`config.mk`:
```
export PLATFORM = sky130hd
export DESIGN_NAME = uart_tx_ctrl_flat
export DESIGN_NICKNAME = d
export VERILOG_FILES = /design/src/rtl/uart_tx_ctrl_pkg.sv /design/src/rtl/uart_tx_ctrl_if.sv /design/src/rtl/uart_tx_ctrl_sync_fifo.sv /design/src/rtl/uart_tx_ctrl.sv /design/src/flat_wrapper.sv
export SDC_FILE = /design/constraint.sdc
export NUM_CORES = 1
export LEC_CHECK = 0
export ABC_AREA = 1
export CORE_ASPECT_RATIO = 1.5
export CORE_UTILIZATION = 24
export CTS_CLUSTER_SIZE = 40
export DETAILED_ROUTE_END_ITERATION = 10
export GPL_TIMING_DRIVEN = 0
export SETUP_SLACK_MARGIN = 0.4
export SYNTH_ARGS = -nofsm -noshare
export SYNTH_HDL_FRONTEND = slang
export SYNTH_SLANG_ARGS = --single-unit
export TNS_END_PERCENT = 100
```
`constraint.sdc`:
```
create_clock -name clk -period 2.5 [get_ports clk]
set_input_delay 0.25 -clock clk [delete_from_list [all_inputs] [get_ports clk]]
set_output_delay 0.25 -clock clk [all_outputs]
set_load 0.01 [all_outputs]
```
`src/rtl/uart_tx_ctrl_pkg.sv`:
```
// rtl/uart_tx_ctrl_pkg.sv - shared types and constants for the UART TX front end
// Contents: system clock / baud constants, default FIFO geometry,
// FSM state encoding, CR/LF terminator bytes (used when TX_CRLF_EN is defined).
package uart_tx_ctrl_pkg;

    localparam int SYS_FRQ  = 50_000_000;
    localparam int BAUD_MAX = 115_200;

    localparam int DEF_DEPTH  = 16;
    localparam int DEF_ADDR_W = 4;

    localparam logic [7:0] CR_BYTE = 8'h0D;
    localparam logic [7:0] LF_BYTE = 8'h0A;

    typedef enum logic [2:0] {
        ST_IDLE      = 3'd0,
        ST_REQ       = 3'd1,
        ST_WAIT_BUSY = 3'd2,
        ST_WAIT_DONE = 3'd3,
        ST_CR        = 3'd4,
        ST_LF        = 3'd5
    } state_t;

    // Serializer clock divider for the fastest supported baud rate.
    function automatic int baud_div();
        return SYS_FRQ / BAUD_MAX;
    endfunction

    // Terminator byte for the given step: 0 -> CR, 1 -> LF.
    function automatic logic [7:0] term_byte(input logic second);
        return second ? LF_BYTE : CR_BYTE;
    endfunction

endpackage

```
`src/rtl/uart_tx_ctrl_if.sv`:
```
// rtl/uart_tx_ctrl_if.sv - producer and serializer handshake bundle
// Signals: wr_en/wr_data/wr_last (producer write), full/empty/ovf/busy (status),
// tx_req/tx_din (to serializer), tx_idle (from serializer).
// slave: the controller side; master: the producer/serializer side.
interface uart_tx_ctrl_if;

    logic       wr_en;
    logic [7:0] wr_data;
    logic       wr_last;
    logic       full;
    logic       empty;
    logic       ovf;
    logic       busy;
    logic       tx_req;
    logic [7:0] tx_din;
    logic       tx_idle;

    modport master (
        output wr_en, wr_data, wr_last, tx_idle,
        input  full, empty, ovf, busy, tx_req, tx_din
    );

    modport slave (
        input  wr_en, wr_data, wr_last, tx_idle,
        output full, empty, ovf, busy, tx_req, tx_din
    );

endinterface

```
`src/rtl/uart_tx_ctrl_sync_fifo.sv`:
```
// rtl/uart_tx_ctrl_sync_fifo.sv - synchronous FIFO with registered full/empty
// Ports: clk, rst_n (sync active-low), wr_en/wr_data (write, ignored when full),
// rd_en (pop, ignored when empty), dout (current head), full, empty.
// Pointers carry one extra wrap bit; reset clears pointers only, not storage.
module sync_fifo #(
    parameter int WIDTH  = 8,
    parameter int DEPTH  = 16,
    parameter int ADDR_W = 4
) (
    input  logic             clk,
    input  logic             rst_n,
    input  logic             wr_en,
    input  logic [WIDTH-1:0] wr_data,
    input  logic             rd_en,
    output logic [WIDTH-1:0] dout,
    output logic             full,
    output logic             empty
);

    logic [WIDTH-1:0] mem [DEPTH];
    logic [ADDR_W:0]  wr_ptr, rd_ptr;
    logic [ADDR_W:0]  wr_ptr_d, rd_ptr_d;
    logic             do_wr, do_rd;

    assign do_wr = wr_en && !full;
    assign do_rd = rd_en && !empty;

    always_comb begin
        wr_ptr_d = wr_ptr + {{ADDR_W{1'b0}}, do_wr};
        rd_ptr_d = rd_ptr + {{ADDR_W{1'b0}}, do_rd};
    end

    // Flags are computed from the next pointers so they land on the same edge.
    always_ff @(posedge clk) begin
        if (!rst_n) begin
            wr_ptr <= '0;
            rd_ptr <= '0;
            full   <= 1'b0;
            empty  <= 1'b1;
        end else begin
            wr_ptr <= wr_ptr_d;
            rd_ptr <= rd_ptr_d;
            full   <= (wr_ptr_d[ADDR_W-1:0] == rd_ptr_d[ADDR_W-1:0]) &&
                      (wr_ptr_d[ADDR_W] != rd_ptr_d[ADDR_W]);
            empty  <= (wr_ptr_d == rd_ptr_d);
        end
    end

    always_ff @(posedge clk) begin
        if (do_wr) begin
            mem[wr_ptr[ADDR_W-1:0]] <= wr_data;
        end
    end

    assign dout = mem[rd_ptr[ADDR_W-1:0]];

endmodule

```
`src/rtl/uart_tx_ctrl.sv`:
```
// rtl/uart_tx_ctrl.sv - byte FIFO and request FSM in front of the UART serializer
// Ports: clk, rst_n (sync active-low), bus (uart_tx_ctrl_if.slave):
//   wr_en/wr_data/wr_last in, full/empty/ovf/busy out,
//   tx_req/tx_din out to serializer, tx_idle in from serializer.
// Optional: TX_CRLF_EN appends 0x0D 0x0A after a byte written with wr_last.
module uart_tx_ctrl
    import uart_tx_ctrl_pkg::*;
#(
    parameter int DEPTH  = DEF_DEPTH,
    parameter int ADDR_W = DEF_ADDR_W
) (
    input  logic          clk,
    input  logic          rst_n,
    uart_tx_ctrl_if.slave bus
);

`ifdef TX_CRLF_EN
    localparam int FIFO_W = 9;
    logic [FIFO_W-1:0] fifo_wdata;
    assign fifo_wdata = {bus.wr_last, bus.wr_data};
`else
    localparam int FIFO_W = 8;
    logic [FIFO_W-1:0] fifo_wdata;
    logic              unused_wr_last;
    assign fifo_wdata     = bus.wr_data;
    assign unused_wr_last = bus.wr_last;
`endif

    logic [FIFO_W-1:0] fifo_dout;
    logic              fifo_full;
    logic              fifo_empty;
    logic              pop;

    state_t     state_q, state_d;
    logic [7:0] tx_din_q, tx_din_d;
    logic       ovf_q;
`ifdef TX_CRLF_EN
    // 2: CR then LF still to send, 1: LF still to send, 0: nothing pending.
    logic [1:0] term_q, term_d;
`endif

    sync_fifo #(
        .WIDTH  (FIFO_W),
        .DEPTH  (DEPTH),
        .ADDR_W (ADDR_W)
    ) u_fifo (
        .clk     (clk),
        .rst_n   (rst_n),
        .wr_en   (bus.wr_en),
        .wr_data (fifo_wdata),
        .rd_en   (pop),
        .dout    (fifo_dout),
        .full    (fifo_full),
        .empty   (fifo_empty)
    );

    always_comb begin
        state_d  = state_q;
        tx_din_d = tx_din_q;
        pop      = 1'b0;
`ifdef TX_CRLF_EN
        term_d   = term_q;
`endif
        case (state_q)
            ST_IDLE: begin
                if (!fifo_empty && bus.tx_idle) begin
                    pop      = 1'b1;
                    tx_din_d = fifo_dout[7:0];
                    state_d  = ST_REQ;
`ifdef TX_CRLF_EN
                    term_d   = fifo_dout[8] ? 2'd2 : 2'd0;
`endif
                end
            end
            ST_REQ: begin
                state_d = ST_WAIT_BUSY;
            end
            ST_WAIT_BUSY: begin
                if (!bus.tx_idle) begin
                    state_d = ST_WAIT_DONE;
                end
            end
            ST_WAIT_DONE: begin
                if (bus.tx_idle) begin
`ifdef TX_CRLF_EN
                    if (term_q == 2'd2) begin
                        state_d = ST_CR;
                    end else if (term_q == 2'd1) begin
                        state_d = ST_LF;
                    end else begin
                        state_d = ST_IDLE;
                    end
`else
                    state_d = ST_IDLE;
`endif
                end
            end
`ifdef TX_CRLF_EN
            // Terminator bytes reuse the normal request path; the idle
            // check keeps tx_req from ever firing into a busy serializer.
            ST_CR: begin
                if (bus.tx_idle) begin
                    tx_din_d = term_byte(1'b0);
                    term_d   = 2'd1;
                    state_d  = ST_REQ;
                end
            end
            ST_LF: begin
                if (bus.tx_idle) begin
                    tx_din_d = term_byte(1'b1);
                    term_d   = 2'd0;
                    state_d  = ST_REQ;
                end
            end
`endif
            default: begin
                state_d = ST_IDLE;
            end
        endcase
    end

    always_ff @(posedge clk) begin
        if (!rst_n) begin
            state_q  <= ST_IDLE;
            tx_din_q <= 8'h00;
            ovf_q    <= 1'b0;
`ifdef TX_CRLF_EN
            term_q   <= 2'd0;
`endif
        end else begin
            state_q  <= state_d;
            tx_din_q <= tx_din_d;
            // Uses the registered full, so a same-cycle pop does not rescue the write.
            ovf_q    <= bus.wr_en && fifo_full;
`ifdef TX_CRLF_EN
            term_q   <= term_d;
`endif
        end
    end

    assign bus.full   = fifo_full;
    assign bus.empty  = fifo_empty;
    assign bus.ovf    = ovf_q;
    assign bus.busy   = (state_q != ST_IDLE) || !fifo_empty;
    assign bus.tx_req = (state_q == ST_REQ);
    assign bus.tx_din = tx_din_q;

endmodule

```
`src/flat_wrapper.sv`:
```
// flat-port wrapper written by rule: the top's interface ports become plain ports
module uart_tx_ctrl_flat import uart_tx_ctrl_pkg::*;
#(
    parameter int DEPTH  = DEF_DEPTH,
    parameter int ADDR_W = DEF_ADDR_W
)
  (clk, rst_n, bus_wr_en, bus_wr_data, bus_wr_last, bus_tx_idle, bus_full, bus_empty, bus_ovf, bus_busy, bus_tx_req, bus_tx_din);
  uart_tx_ctrl_if bus_i ();
  input  logic clk;
  input  logic rst_n;
  input wire logic [$bits(bus_i.wr_en)-1:0] bus_wr_en;
  input wire logic [$bits(bus_i.wr_data)-1:0] bus_wr_data;
  input wire logic [$bits(bus_i.wr_last)-1:0] bus_wr_last;
  input wire logic [$bits(bus_i.tx_idle)-1:0] bus_tx_idle;
  output wire logic [$bits(bus_i.full)-1:0] bus_full;
  output wire logic [$bits(bus_i.empty)-1:0] bus_empty;
  output wire logic [$bits(bus_i.ovf)-1:0] bus_ovf;
  output wire logic [$bits(bus_i.busy)-1:0] bus_busy;
  output wire logic [$bits(bus_i.tx_req)-1:0] bus_tx_req;
  output wire logic [$bits(bus_i.tx_din)-1:0] bus_tx_din;
  assign bus_i.wr_en = bus_wr_en;
  assign bus_i.wr_data = bus_wr_data;
  assign bus_i.wr_last = bus_wr_last;
  assign bus_i.tx_idle = bus_tx_idle;
  assign bus_full = bus_i.full;
  assign bus_empty = bus_i.empty;
  assign bus_ovf = bus_i.ovf;
  assign bus_busy = bus_i.busy;
  assign bus_tx_req = bus_i.tx_req;
  assign bus_tx_din = bus_i.tx_din;
  uart_tx_ctrl #(.DEPTH(DEPTH), .ADDR_W(ADDR_W)) u_core (.clk(clk), .rst_n(rst_n), .bus(bus_i));
endmodule
```
-- After elaboration in Yosys (flattened, before gate mapping)
Memories as Yosys holds them, arrays and structs flattened. A register that Yosys moved wholly into a read port is not among the register bits.
Cells that the tools add are included.
- $add $sub $neg: 2
- reduce and logical (&&, ||, !) cells: 13
- equal/unequal tests: 9
- multiplexer cells: 8
- operator list (cell ; number):
    $pmux 3 s4 ; 1
    $add 5x1->5 ; 2
    $mux 3 ; 3
    $eq 3x2->1 const B ; 2
    $eq 5x5->1 ; 1
    $logic_and 1x1->1 ; 5
    $eq 4x4->1 ; 1
    $mux 1 ; 4
    $ne 2x2->1 const B ; 2
    $eq 3x1->1 const B ; 1
    $logic_not 1->1 ; 3
    $logic_not 3->1 ; 1
    $reduce_and 3->1 ; 1
    $reduce_bool 3->1 ; 1
    $ne 2x1->1 const B ; 1
    $reduce_and 2->1 ; 1
    $logic_or 1x1->1 ; 1
    $ne 1x1->1 ; 1
- bits in writable memories: 128
- word-level logic and storage cells: 39
- output and inout port bits: 13
- input port bits: 13
- memories: 1
- register bits: 16
- memory list (memory ; words ; bits a word ; read ports ; clocked after Yosys merged registers in ; wr ports ; line ; source):
    u_core.u_fifo.mem ; 16 ; 8 ; 1 ; 1 ; 1 ; uart_tx_ctrl_sync_fifo.sv:20 ; logic [WIDTH-1:0] mem [DEPTH];

-- Logic depth before layout (Yosys ltp)
- depth after elaboration: 8
- depth in mapped cells: 14
- mapped depth without buffers: 13

-- Modules after synthesis
From an unflattened synthesis, not the netlist that was laid out.
- cells, all modules: 599
- area total of the unflattened synthesis: 6545.0 µm²
- modules (own cells, without submodules) (module ; seq. area each (µm²) ; area an instance (µm²) ; cells an instance ; instances):
    sync_fifo ; 4083.9 ; 6032.0 ; 531 ; 1
    uart_tx_ctrl ; 220.2 ; 513.0 ; 68 ; 1

-- Least setup slack after synthesis
OpenSTA, ideal clock, no wires.
- path type: register to register
- start: reg u_core.state_q[0]
- end: reg u_core.u_fifo.empty
- arrival: 1.764 ns
- required time: 2.384 ns
- cell stages (with the launch flop): 14
- setup slack: 0.620 ns
- clock period less this slack: 1.880 ns
- library setup time: 0.116 ns
- path buffers: 1
- path through: dfxtp_1 -> inv_1 -> ha_1 -> inv_1 -> nor3_4 -> buf_6 -> ha_1 -> nand3_1 -> nor2_1 -> nand2_1 -> nand3_1 -> nand2_1 -> nand3_1 -> nand2_1
- word-level cells in the longest chain between the ends: 5
- ends and longest elaborated chain (what ; line ; source):
    from (decl) ; uart_tx_ctrl.sv:34 ; state_t state_q, state_d;
    from (signal assigned) ; uart_tx_ctrl.sv:131 ; state_q <= state_d;
    $logic_not 3->1 ; uart_tx_ctrl.sv:64 ; case (state_q)
    $mux 1 ; uart_tx_ctrl.sv:64 ;
    $logic_and 1x1->1 ; uart_tx_ctrl_sync_fifo.sv:26 ; assign do_rd = rd_en && !empty;
    $add 5x1->5 ; uart_tx_ctrl_sync_fifo.sv:30 ; rd_ptr_d = rd_ptr + {{ADDR_W{1'b0}}, do_rd};
    $eq 5x5->1 ; uart_tx_ctrl_sync_fifo.sv:45 ; empty <= (wr_ptr_d == rd_ptr_d);
    to (signal assigned) ; uart_tx_ctrl_sync_fifo.sv:45 ;
    to (decl) ; uart_tx_ctrl_sync_fifo.sv:17 ; output logic empty
No other way between the ends.
A chain may end at the register's enable or synchronous reset.

-- Worst setup path after layout
- start: in bus_wr_en
- end: mem u_core.u_fifo.mem[9][5], enable pin
- word-level cells in the longest chain between the ends: 3
- ends and longest elaborated chain (what ; line ; source):
    from (decl) ; flat_wrapper.sv:11 ; input wire logic [$bits(bus_i.wr_en)-1:0] bus_wr_en;
    $logic_and 1x1->1 ; uart_tx_ctrl_sync_fifo.sv:25 ; assign do_wr = wr_en && !full;
    $mux 1 ; uart_tx_ctrl_sync_fifo.sv:50 ; if (do_wr) begin
    $mux 1 (not written as such) ; uart_tx_ctrl_sync_fifo.sv:51 ; mem[wr_ptr[ADDR_W-1:0]] <= wr_data;
    to (decl) ; uart_tx_ctrl_sync_fifo.sv:20 ;
No other way between the ends.

==> summary.txt <==
outcome -> complete, no violations
drt total wl -> 16440 um
largest net degree at the start of global routing -> 18
final-report hold violation count -> 0
Gate power share -> 0.167
worst vdd ir -> 387.8 uV
Synth Net Count -> 676
clock slew at reported path FFs -> 0.06 ns
slew margin rel. -> 0.4292
initial antenna violation count -> 0
Rows -> 73
Worst Hold Path EP -> u_core.bus.ovf
Net Sw Frac -> 0.2874
Post-route DRC -> 0
# setup viols final -> 0
worst r2r dst -> u_core.u_fifo.mem[9][5]
area of the multi-input gates -> 1769 sq um
first-pass detailed-route iteration total -> 5
Syn Area/Cell -> 10.04 sq um
grt ovf -> 0
Clock Latency Late Sink -> 0.43 ns
Clock Path Buffers -> 2
CTS Sinks -> 151
Chip Height -> 204.8 um
Met2 Routed Length -> 8640 um
max-cap viol count -> 0
Core Box Area -> 26760 sq um
diodes inserted -> 0
DR WL/cell -> 15.64 um
R2R Path Start -> u_core.u_fifo.full
CP Data Arrival Time -> 2.10 ns
drt via density -> 4.280
Detailed Place HPWL -> 10880 um
Fmax -> 488.4 MHz
CTS H-tree lvls -> 4
Synth cell types -> 25
Port Buffer Count -> 24
die area -> 28090 sq um
post-synthesis register bit count -> 151
first-iteration detailed-routing DRC count -> 399
sw power -> 1.877 mW
hold_ws -> 0.3828 ns
first-pass GRT wire length -> 24390 um
DR vias -> 4498
Initial Util -> 0.2458
share of post-route cells with drive strength above 1 -> 0.1120
Filler Cell Count -> 2733
Routability Congestion -> 0.8091
type of origin of the critical path -> primary input
sequential share of power -> 0.437
flop2flop setup slack -> 0.46 ns
M1 WL -> 6384 um
min cycle time layout -> 2.047 ns
synth warn -> 0
Int Pwr -> 4.654 mW
CTS tree -> yes
post-route ant nets -> 0
period utilization -> 0.8189
Nets -> 722
worst min path class -> in2reg
Seq/Total Area, Yosys -> 0.6542
DR WL met3 -> 964 um
worst-margin pin slew -> 0.8530 ns
Area growth, synth to finish -> 19.91%
register area -> 4304 sq um
Leak -> 3.220 nW
top layer in use -> met4
post-synth top area cell -> edfxtp_1
placed insts -> 1016
cts bufs inserted -> 17
endpoint type of the worst setup path -> register
Die Wd -> 137.2 um
Clock Skews -> 0.01120 ns
Max Slew Vio Count -> 0
vias in the first global route -> 4286
CTS Hold Bufs -> 0
GRT Total Usage -> 0.1223
PwrDens -> 828.0 nW/um^2
Syn Inst Count -> 655
clk root buf -> clkbuf_16
top cell type's share of synthesized area -> 0.5843
I/O pins -> 26
top cells by area, synth -> edfxtp_1 (58%), nand2_1 (13%), nand3_1 (7.5%)
clock share of power -> 0.396
critical path class -> in2reg
Hold Path Cell Cnt -> 3
RSZ-0062 raised after global routing -> yes
HP Start -> bus_wr_en
path depth of the worst reg2reg path -> 3
Critical Path RT -> 2.56 ns
critical path fanouts, max -> 8
fin cells -> 1051
Post-Syn Area -> 6579 sq um
==> per-layer routing <==
metal / track usage / vias to the layer above
met5: 0 / -
met4: 0.05220 / 0
met3: 0.02796 / 24
met2: 0.2211 / 133
met1: 0.1346 / 2123
li1: - / 2218
==> cells in the final DEF (no fill, tap or decap), types with 7 or more instances in the layout <==
cell type        count
buf_2               13
buf_4               10
clkbuf_16           17
clkdlybuf4s50_1     24
dfxtp_1             23
edfxtp_1           128
inv_1               84
nand2_1            224
nand3_1             97
nor2_1              22
nor2_2               7
o21a_1               8
==> worst max-delay path, stage by stage <==
cell,delay (ns)
clkdlybuf4s50_1,0.47
inv_1,0.04
nor2_1,0.31
nand3_1,0.35
nor2_1,0.68
==> power by group through the flow <==
stage / clock network (mW) / logic [mW] / registers [mW]
after floorplan: 0 / 0.647 / 2.92
after global placement: 0 / 1.05 / 2.91
final: 2.59 / 1.09 / 2.86
after CTS: 2.60 / 1.09 / 2.86
after global routing: 2.72 / 1.20 / 2.86
after detailed placement: 0 / 1.06 / 2.91
==> cell usage after synthesis <==
| library cell | instances |
|---|---|
| nor2_1 | 29 |
| inv_2 | 4 |
| inv_4 | 1 |
| clkinv_1 | 1 |
| nand2_1 | 224 |
| buf_6 | 6 |
| nor3_4 | 1 |
| dfxtp_1 | 23 |
| nand4_1 | 1 |
| a21oi_1 | 3 |
| o21ai_0 | 2 |
| nor3_1 | 1 |
| xnor2_1 | 3 |
| inv_1 | 86 |
| buf_4 | 7 |
| xor2_1 | 4 |
| a211oi_1 | 1 |
| nand2b_1 | 1 |
| edfxtp_1 | 128 |
| o21a_1 | 8 |
| nand2_2 | 1 |
| nand3b_1 | 1 |
| buf_2 | 13 |
| ha_1 | 8 |
| nand3_1 | 98 |
==> repair_timing <==
action	CTS	global route
buffers inserted	3	0
setup endpoints to repair	2	74
resized for setup	1	11
hold endpoints to repair	0	0
pin swaps	1	2
==> registers in the layout, summed over array words and instances (netlist names) <==
| name | flops |
|---|---|
| u_core.u_fifo.full | 1 |
| u_core.bus.tx_din | 8 |
| u_core.state_q | 2 |
| u_core.u_fifo.wr_ptr | 5 |
| u_core.u_fifo.mem | 128 |
| u_core.bus.ovf | 1 |
| u_core.u_fifo.empty | 1 |
| u_core.u_fifo.rd_ptr | 5 |
==> final cells by class <==
type / instances / share of cell area
inverter: 92 / 0.04409
clock buffer: 17 / 0.05393
timing repair buffer: 27 / 0.03331
buffer: 26 / 0.02347
tap: 337 / 0.05345
sequential: 151 / 0.5456
clock inverter: 15 / 0.02189
multi-input combinational: 386 / 0.2243
==> through the flow <==
step	cell area [sq um]	TNS, ns	utilization	power (mW)	setup slack [ns]
3_3_place_gp	7241	0	0.2706	3.961	0.08554
5_1_grt	7889	0	0.2948	6.787	0.3114
2_1_floorplan	6579	0	-	3.566	0.6199
4_1_cts	7864	0	0.2938	6.546	0.4334
3_5_place_dp	7241	-0.03846	0.2706	3.974	-0.005337
6_report	7889	0	0.2948	6.532	0.4527
==> kinds of logic (layout without fill, tap and decap cells) <==
group                      after synthesis  in the layout  share of synthesized area
AOI/OAI and AO/OA                       14             14                    0.01407
adders and majority gates                8              8                    0.01522
xor gates and xnor gates                 7              7                   0.009319
buffers and inverters                  118            177                    0.08102
DFF                                    151            151                     0.6542
and+or+nand+nor                        357            357                     0.2261
==> how the worst max path moves through the flow <==
stage,slack [ns],endpoint,cells past startpoint,startpoint
floorplan,0.62,u_core.u_fifo.empty,13,u_core.state_q[0]
global placement,0.09,u_core.u_fifo.mem[13][4],5,bus_wr_en
detailed placement,-0.005,u_core.u_fifo.mem[13][4],5,bus_wr_en
CTS,0.43,u_core.u_fifo.mem[13][0],5,bus_wr_en
global route,0.31,u_core.u_fifo.mem[12][5],5,bus_wr_en
finish,0.45,u_core.u_fifo.mem[9][5],5,bus_wr_en
(Power assumes the default switching activity.)
